==> src/rtl/uart_pkg.sv <==
// Shared UART definitions: receiver FSM encoding, frame defaults, baud-select codes.
package uart_pkg;

   // Frame format defaults
   localparam int unsigned DATA_BITS_DEF   = 8;
   localparam int unsigned OVERSAMPLE_DEF  = 16;
   localparam bit          PARITY_EVEN_DEF = 1'b1;

   // Receiver FSM state encoding
   localparam int unsigned STATE_W   = 3;
   localparam logic [2:0]  ST_IDLE   = 3'd0;
   localparam logic [2:0]  ST_START  = 3'd1;
   localparam logic [2:0]  ST_DATA   = 3'd2;
   localparam logic [2:0]  ST_PARITY = 3'd3;
   localparam logic [2:0]  ST_STOP   = 3'd4;

   // Baud-select codes shared with the baud controllers and the transmitter
   localparam int unsigned BAUD_SEL_W  = 3;
   localparam logic [2:0]  BAUD_300    = 3'd0;
   localparam logic [2:0]  BAUD_1200   = 3'd1;
   localparam logic [2:0]  BAUD_4800   = 3'd2;
   localparam logic [2:0]  BAUD_9600   = 3'd3;
   localparam logic [2:0]  BAUD_19200  = 3'd4;
   localparam logic [2:0]  BAUD_38400  = 3'd5;
   localparam logic [2:0]  BAUD_57600  = 3'd6;
   localparam logic [2:0]  BAUD_115200 = 3'd7;

   // Two-out-of-three vote used for bit decisions
   function automatic logic majority3(input logic a, input logic b, input logic c);
      return (a & b) | (a & c) | (b & c);
   endfunction

endpackage

==> src/rtl/uart_rx_sampler.sv <==
// RxD synchronizer, oversampling tick counter and mid-bit 3-sample majority vote.
module uart_rx_sampler
   import uart_pkg::*;
#(
   parameter int unsigned OVERSAMPLE = OVERSAMPLE_DEF
) (
   input  logic clk,
   input  logic reset,
   input  logic sample_en_i,
   input  logic rxd_i,
   input  logic cnt_clr_i,
   output logic rxd_s_o,
   output logic bit_value_c_o,
   output logic bit_decide_c_o,
   output logic bit_end_c_o
);

   localparam int unsigned CNT_W = $clog2(OVERSAMPLE);
   localparam int unsigned MID   = OVERSAMPLE / 2;

   localparam logic [CNT_W-1:0] CNT_EARLY  = CNT_W'(MID - 1);
   localparam logic [CNT_W-1:0] CNT_MID    = CNT_W'(MID);
   localparam logic [CNT_W-1:0] CNT_DECIDE = CNT_W'(MID + 1);
   localparam logic [CNT_W-1:0] CNT_LAST   = CNT_W'(OVERSAMPLE - 1);

   logic             sync1_q, sync2_q;
   logic [CNT_W-1:0] cnt_q, cnt_d;
   logic             s_early_q, s_early_d;
   logic             s_mid_q, s_mid_d;

   // Counter advance and capture of the first two votes
   always_comb begin
      cnt_d     = cnt_q;
      s_early_d = s_early_q;
      s_mid_d   = s_mid_q;
      if (cnt_clr_i) begin
         cnt_d = '0;
      end else if (sample_en_i) begin
         cnt_d = (cnt_q == CNT_LAST) ? '0 : cnt_q + CNT_W'(1);
         if (cnt_q == CNT_EARLY) s_early_d = sync2_q;
         if (cnt_q == CNT_MID)   s_mid_d   = sync2_q;
      end
   end

   // Synchronizer, counter and vote registers; line idles high out of reset
   always_ff @(posedge clk) begin
      if (reset) begin
         sync1_q   <= 1'b1;
         sync2_q   <= 1'b1;
         cnt_q     <= '0;
         s_early_q <= 1'b1;
         s_mid_q   <= 1'b1;
      end else begin
         sync1_q   <= rxd_i;
         sync2_q   <= sync1_q;
         cnt_q     <= cnt_d;
         s_early_q <= s_early_d;
         s_mid_q   <= s_mid_d;
      end
   end

   assign rxd_s_o        = sync2_q;
   assign bit_value_c_o  = majority3(s_early_q, s_mid_q, sync2_q);
   assign bit_decide_c_o = sample_en_i && !cnt_clr_i && (cnt_q == CNT_DECIDE);
   assign bit_end_c_o    = sample_en_i && !cnt_clr_i && (cnt_q == CNT_LAST);

endmodule

==> src/rtl/uart_receiver.sv <==
// UART receive datapath: frames start/data/parity/stop off the oversampled line.
module uart_receiver
   import uart_pkg::*;
#(
   parameter int unsigned DATA_BITS   = DATA_BITS_DEF,
   parameter int unsigned OVERSAMPLE  = OVERSAMPLE_DEF,
   parameter bit          PARITY_EVEN = PARITY_EVEN_DEF
) (
   input  logic                 clk,
   input  logic                 reset,
   input  logic                 sample_ENABLE,
   input  logic                 Rx_EN,
   input  logic                 RxD,
   output logic [DATA_BITS-1:0] Rx_DATA,
   output logic                 Rx_VALID,
   output logic                 Rx_PERROR,
   output logic                 Rx_FERROR,
   output logic                 Rx_BUSY
);

   localparam int unsigned IDX_W = $clog2(DATA_BITS + 1);
   localparam logic [IDX_W-1:0] IDX_LAST = IDX_W'(DATA_BITS - 1);

   logic [STATE_W-1:0]   state_q, state_d;
   logic [DATA_BITS-1:0] shift_q, shift_d;
   logic [DATA_BITS-1:0] data_q, data_d;
   logic [IDX_W-1:0]     idx_q, idx_d;
   logic                 par_q, par_d;
   logic                 valid_q, valid_d;
   logic                 perr_q, perr_d;
   logic                 ferr_q, ferr_d;
   logic                 busy_q, busy_d;
   logic                 hold_q, hold_d;

   logic                 rxd_s;
   logic                 bit_value_c;
   logic                 bit_decide_c;
   logic                 bit_end_c;
   logic                 cnt_clr_c;
   logic                 par_target_c;
   logic                 perr_c;

   // Counter is parked at zero while idle or disabled so a start detect begins at cnt=0
   assign cnt_clr_c = (state_q == ST_IDLE) || !Rx_EN;

   uart_rx_sampler #(
      .OVERSAMPLE (OVERSAMPLE)
   ) u_sampler (
      .clk            (clk),
      .reset          (reset),
      .sample_en_i    (sample_ENABLE),
      .rxd_i          (RxD),
      .cnt_clr_i      (cnt_clr_c),
      .rxd_s_o        (rxd_s),
      .bit_value_c_o  (bit_value_c),
      .bit_decide_c_o (bit_decide_c),
      .bit_end_c_o    (bit_end_c)
   );

   // XOR of data and parity bit the line should carry for the selected parity sense
   assign par_target_c = PARITY_EVEN ? 1'b0 : 1'b1;
   assign perr_c       = ((^shift_q) ^ par_q) ^ par_target_c;

   // Next-state and registered-output logic
   always_comb begin
      state_d = state_q;
      shift_d = shift_q;
      data_d  = data_q;
      idx_d   = idx_q;
      par_d   = par_q;
      valid_d = 1'b0;
      perr_d  = 1'b0;
      ferr_d  = 1'b0;
      hold_d  = hold_q;

      // After a low stop bit the line must be seen high once before a new start
      if (sample_ENABLE && rxd_s) hold_d = 1'b0;

      case (state_q)
         ST_IDLE: begin
            if (sample_ENABLE && !rxd_s && !hold_q) state_d = ST_START;
         end
         ST_START: begin
            if (bit_decide_c && bit_value_c) begin
               state_d = ST_IDLE;
            end else if (bit_end_c) begin
               state_d = ST_DATA;
               idx_d   = '0;
            end
         end
         ST_DATA: begin
            if (bit_decide_c) shift_d = DATA_BITS'({bit_value_c, shift_q} >> 1);
            if (bit_end_c) begin
               if (idx_q == IDX_LAST) state_d = ST_PARITY;
               else                   idx_d   = idx_q + IDX_W'(1);
            end
         end
         ST_PARITY: begin
            if (bit_decide_c) par_d   = bit_value_c;
            if (bit_end_c)    state_d = ST_STOP;
         end
         ST_STOP: begin
            // Leave half a bit early so a directly following start edge is caught
            if (bit_decide_c) begin
               state_d = ST_IDLE;
               data_d  = shift_q;
               perr_d  = perr_c;
               ferr_d  = !bit_value_c;
               valid_d = !perr_c && bit_value_c;
               hold_d  = !bit_value_c;
            end
         end
         default: begin
            state_d = ST_IDLE;
         end
      endcase

      // Disable discards any partial frame without pulses
      if (!Rx_EN) begin
         state_d = ST_IDLE;
         data_d  = data_q;
         valid_d = 1'b0;
         perr_d  = 1'b0;
         ferr_d  = 1'b0;
      end

      busy_d = (state_d != ST_IDLE);
   end

   // State and output registers
   always_ff @(posedge clk) begin
      if (reset) begin
         state_q <= ST_IDLE;
         shift_q <= '0;
         data_q  <= '0;
         idx_q   <= '0;
         par_q   <= 1'b0;
         valid_q <= 1'b0;
         perr_q  <= 1'b0;
         ferr_q  <= 1'b0;
         busy_q  <= 1'b0;
         hold_q  <= 1'b0;
      end else begin
         state_q <= state_d;
         shift_q <= shift_d;
         data_q  <= data_d;
         idx_q   <= idx_d;
         par_q   <= par_d;
         valid_q <= valid_d;
         perr_q  <= perr_d;
         ferr_q  <= ferr_d;
         busy_q  <= busy_d;
         hold_q  <= hold_d;
      end
   end

   assign Rx_DATA   = data_q;
   assign Rx_VALID  = valid_q;
   assign Rx_PERROR = perr_q;
   assign Rx_FERROR = ferr_q;
   assign Rx_BUSY   = busy_q;

endmodule

==> config.mk <==
export PLATFORM = sky130hd
export DESIGN_NAME = uart_receiver
export DESIGN_NICKNAME = d
export VERILOG_FILES = /design/src/rtl/uart_pkg.sv /design/src/rtl/uart_rx_sampler.sv /design/src/rtl/uart_receiver.sv
export SDC_FILE = /design/constraint.sdc
export NUM_CORES = 1
export LEC_CHECK = 0
export ABC_AREA = 1
export CORE_MARGIN = 5
export CORE_UTILIZATION = 60
export CTS_CLUSTER_DIAMETER = 100
export DETAILED_ROUTE_END_ITERATION = 10
export GPL_TIMING_DRIVEN = 0
export PLACE_DENSITY = 0.83
export SYNTH_ARGS = -nofsm -noshare
export SYNTH_HDL_FRONTEND = slang
export SYNTH_SLANG_ARGS = --single-unit
==> constraint.sdc <==
create_clock -name clk -period 4.54 [get_ports clk]
set_clock_uncertainty 0.05 [all_clocks]
set_input_delay 0.454 -clock clk [delete_from_list [all_inputs] [get_ports clk]]
set_output_delay 0.454 -clock clk [all_outputs]
set_load 0.1 [all_outputs]
=== Word-level counts from Yosys, hierarchy flattened ===
Cells that the tools add are included.

* Register bits: 37
* Latch bits: 0
* RAM bits: 0
* ROM bits: 0
* Input bits: 5
* Output and inout bits: 12
* Logic and storage cells: 85
* Memories: 0

* $add $sub $neg: 2
* Multiply operators: 0
* Div/mod/pow operators: 0
* Order comparisons: 0
* Equal/unequal tests: 13
* Shifts and indexed selects: 0
* Mux-type cells: 18
* Bitwise gates (word level): 10
* Reduce and logical (&&, ||, !) cells: 27

{| class="wikitable"
|+ Operators with widths
! cell !! number
|-
| $mux 3 || 8
|-
| $mux 4 || 5
|-
| $pmux 3 s5 || 1
|-
| $eq 4x4->1 const B || 3
|-
| $reduce_and 3->1 || 3
|-
| $add 4x1->4 const B || 2
|-
| $eq 4x3->1 const B || 2
|-
| $logic_and 1x1->1 || 8
|-
| $ne 2x2->1 const B || 4
|-
| $pmux 4 s2 || 1
|-
| $reduce_xor 8->1 || 1
|-
| $eq 3x2->1 const B || 2
|-
| $logic_not 1->1 || 6
|-
| $reduce_and 5->1 || 1
|-
| $not 1->1 || 4
|-
| $reduce_and 2->1 || 2
|-
| $reduce_or 4->1 || 1
|-
| $and 1x1->1 || 3
|-
| $eq 3x1->1 const B || 1
|-
| $eq 3x3->1 const B || 1
|-
| $logic_not 3->1 || 1
|-
| $mux 1 || 3
|-
| $reduce_bool 3->1 || 1
|-
| $or 1x1->1 || 2
|-
| other kinds (4) || 4
|}

=== Depth between registers and ports, before layout ===
* Depth after elaboration: 10
* Depth in mapped cells: 11
* Gate-level depth less buffers: 10

=== By module ===
Synthesis repeated with hierarchy kept, for this count alone.

* Cells, all modules: 245
* Area, all modules: 1789.2 um^2

{| class="wikitable"
|+ By module, submodules not included
! module !! times used !! cells each !! area each (um^2) !! seq. area each (um^2)
|-
| uart_receiver || 1 || 192 || 1400.1 || 580.6
|-
| uart_rx_sampler || 1 || 53 || 389.1 || 160.2
|}

=== Worst setup path before layout ===
No wires, ideal clock.

* Path type: input to register
* Start: input sample_ENABLE
* End: register shift_q[4]
* Setup time: 0.119 ns
* Arrival: 1.373 ns
* Data required time: 4.371 ns
* Setup slack: 2.998 ns
* Stages on the path: 9
* Path buffers: 2
* Cell sequence: buf_4 > nand2_2 > a21oi_2 > nand2_2 > inv_2 > nand2_1 > buf_2 > o21ai_1 > a21oi_1

* Word-level cells in the longest chain between the ends: 3

{| class="wikitable"
|+ Ends and longest elaborated chain
! element !! line !! RTL
|-
| start: declaration || uart_receiver.sv:11 || <nowiki>input logic sample_ENABLE,</nowiki>
|-
| $logic_and 1x1->1 (2 in series) || uart_rx_sampler.sv:64 || <nowiki>assign bit_decide_c_o = sample_en_i && !cnt_clr_i && (cnt_q == CNT_DECIDE);</nowiki>
|-
| $reduce_and 2->1 (no line) || - ||
|-
| end signal: assignment || uart_receiver.sv:145 || <nowiki>shift_q <= shift_d;</nowiki>
|-
| end: declaration || uart_receiver.sv:25 || <nowiki>logic [DATA_BITS-1:0] shift_q, shift_d;</nowiki>
|}

Every way passes these cells.
A chain may end at the register's enable or synchronous reset.

=== Final worst setup path ===
* Start: register data_q[5], in the netlist Rx_DATA[5]
* End: output Rx_DATA[5]

{| class="wikitable"
|+ RTL lines
! element !! line !! RTL
|-
| start: declaration || uart_receiver.sv:26 || <nowiki>logic [DATA_BITS-1:0] data_q, data_d;</nowiki>
|-
| start signal: assignment || uart_receiver.sv:146 || <nowiki>data_q <= data_d;</nowiki>
|-
| end: declaration || uart_receiver.sv:14 || <nowiki>output logic [DATA_BITS-1:0] Rx_DATA,</nowiki>
|}

No word-level cell between the ends.

==> run_results.csv <==
group,metric,value,unit
status,status,"finished clean",
final_layout,finalCoreUtilization,0.7278,
critical_path,critPathKind,"reg2out",
clock_network,cts-root-buf,"clkbuf_4",
die,dieArea,0.004076,sq mm
critical_path,end_kind,"output port",
sta,slew_headroom,0.3516,
sta,setup_viol,0,
clock_network,postCtsSetupBuffers,0,
sta,period_share,0.5134,
critical_path,crit_arrival,1.83,ns
grt,grt_pass1_vias,1486,
clock_network,h-tree-depth,2,
clock_network,clk_latency,0.34,ns
critical_path,required,4.04,ns
yosys,synth_cells,247,
grt,grt_pass1_wl,6134,um
route,routed-wl-met2,1601,um
route,routed_wl,3328,um
critical_path,cp_top_family,"buffers and inverters",
power_and_ir_drop,ir_drop,320.9,uV
yosys,yosysWarnings,0,
route,vias,1548,
die,die_h,63.84,um
final_layout,final_cell_mix,"nand2_1, dfxtp_1, inv_1, a21oi_1, nor2_1",
sta,tns,0,ns
clock_network,cts_tree,"yes",
critical_path,cp_max_fo,2,
sta,min_period,2.331,ns
die,dieWidth,63.84,um
route,vias_per_cell,5.160,
final_layout,fin_nets,277,
route,drt-initial-drc-count,110,
clock_network,numCtsBuffers,5,
yosys,syn-num-nets,256,
route,wl_met3,131,um
job,maxCapViolations,0,
die,core_region_area,0.002758,sq mm
route,top_layer_used,"met4",
placement,io_buffers,14,
power_and_ir_drop,p_total,586.0,uW
critical_path,cp_cell_sequence,"clkdlybuf4s50_1",
sta,worst_slew_pin_slew,0.9695,ns
final_layout,area_growth,15.40,%
sta,finalHoldViolations,0,
power_and_ir_drop,p_leak,0.8723,nW
grt,grt_max_degree,13,
clock_network,hold_buffers,0,
yosys,syn_area_per_cell,7.041,sq um
final_layout,drive_gt1_frac,0.1041,
grt,globalRoute.totalOverflow,0,
sta,slew_viol_final,0,
yosys,syn_area,0.001739,sq mm
sta,setup_ws,2.209,ns
grt,antenna_found_initial,0,
placement,globalplace.congestion,0.8541,
yosys,synth-seq-cells,37,
final_layout,n_antenna_cell,0,
critical_path,crit_slowest_cell,"clkdlybuf4s50_1",
sta,rsz0062_at_grt,"no",
route,wl_met1,1547,um
route,wl_per_cell,11.09,um
placement,dp_slack,2.449,ns
die,row_count,19,
grt,track_usage,0.1817,
final_layout,final_common_cell,"nand2_1",
yosys,synth_cell_type_count,27,
route,drt.antenna.violating_nets,0,
clock_network,cts_buffer_depth,2,
yosys,seq_area_frac_synth,0.4259,
clock_network,clock-sinks,37,
critical_path,startpoint_type,"flop",
sta,max_freq,429.0,MHz
die,initial_core_util,0.6307,
clock_network,clk_pin_slew,0.11,ns
route,drt-pass1-iter-count,4,
power_and_ir_drop,pwr_density_cell,292.0,mW/mm^2
route,drc,0,
die,io_pins,17,
placement,dp_hpwl,2471,um
critical_path,path_buf_inv,1,
clock_network,cts_resized,0,
hold_path,min_path_type,"in2reg",
final_layout,fillers,245,
critical_path,slowest_delay,1.13,ns
per-stage QoR:
stage,instances,hold WS [ns],area [sq um]
floorplan,247,0.3395,1739
global placement,292,0.3435,1918
detailed placement,292,0.3604,1918
CTS,300,0.3760,2007
global route,300,0.3973,2007
finish,300,0.3719,2007
synthesized netlist by cell type:
cell type / instances / share of area
buf_6: 1 / 0.0065
or2_2: 2 / 0.0072
a31o_2: 1 / 0.0050
a21o_1: 1 / 0.0043
o21ai_1: 3 / 0.0086
dfxtp_1: 37 / 0.43
nor2_2: 1 / 0.0036
nand3_2: 3 / 0.017
nand2_1: 67 / 0.14
nor3_1: 3 / 0.0086
o21ai_0: 5 / 0.014
clkbuf_1: 2 / 0.0043
a21oi_1: 30 / 0.086
inv_2: 5 / 0.011
nand2_4: 1 / 0.0065
ha_1: 4 / 0.029
buf_2: 1 / 0.0029
buf_4: 1 / 0.0043
inv_1: 30 / 0.065
nand3_1: 15 / 0.043
xor2_1: 2 / 0.010
nor2_1: 20 / 0.043
nor3b_1: 2 / 0.0086
a21oi_2: 2 / 0.010
xnor2_1: 1 / 0.0050
nand2_2: 2 / 0.0072
nand4_1: 5 / 0.018
per-layer routing:
metal | track usage | up-vias
li1 | - | 830
met1 | 0.2086 | 691
met2 | 0.3216 | 21
met3 | 0.04028 | 6
met4 | 0.07532 | 0
met5 | 0 | -
state kept, by name (all words and copies together) (netlist names):
signal,flops
Rx_VALID,1
u_sampler.s_mid_q,1
state_q,3
u_sampler.rxd_s_o,1
Rx_FERROR,1
par_q,1
idx_q,4
u_sampler.s_early_q,1
Rx_BUSY,1
u_sampler.sync1_q,1
shift_q,8
Rx_DATA,8
Rx_PERROR,1
u_sampler.cnt_q,4
hold_q,1
kinds of logic after synthesis:
logic type               share of synthesized area
adder cells (fa/ha/maj)                    0.02878
flip-flops                                  0.4259
AO/OA/AOI/OAI                               0.1288
XOR/XNOR                                   0.01511
AND/OR/NAND/NOR                             0.3079
buffers and inverters                      0.09353
worst reg2reg max path, delay by kind of cell, from the launching register on:
family,cells,cell delay [ns]
flops,1,0.33
simple gates,3,0.39
compound gates,2,0.23
fa+ha+maj,1,0.16
buf+inv,4,0.48
final cells by class:
class | instances | area, sq um | share of cell area
Sequential cell | 37 | 740.7 | 0.3691
Clock inverter | 2 | 37.54 | 0.01870
Timing Repair Buffer | 14 | 140.1 | 0.06983
Tap cell | 31 | 38.79 | 0.01933
Inverter | 35 | 131.4 | 0.06546
Clock buffer | 6 | 51.30 | 0.02556
Multi-Input combinational cell | 170 | 835.8 | 0.4165
Buffer | 5 | 31.28 | 0.01559
power breakdown:
group          internal, mW  leakage (nW)  total (mW)  switching (mW)
Combinational       0.00594         0.529      0.0175          0.0116
Clock                 0.131        0.0445       0.242           0.111
Sequential            0.326         0.299       0.327        0.000986
final timing paths:
path                            from            endpoint  slack [ns]  depth (start not counted)
setup / recovery          Rx_DATA[5]          Rx_DATA[5]        2.21                          1
setup reg to reg  u_sampler.cnt_q[1]          shift_q[5]        2.82                         10
hold / removal         sample_ENABLE  u_sampler.cnt_q[1]        0.37                          3
hold reg to reg    u_sampler.sync1_q   u_sampler.rxd_s_o        0.38                          1
(Power assumes the default switching activity.)
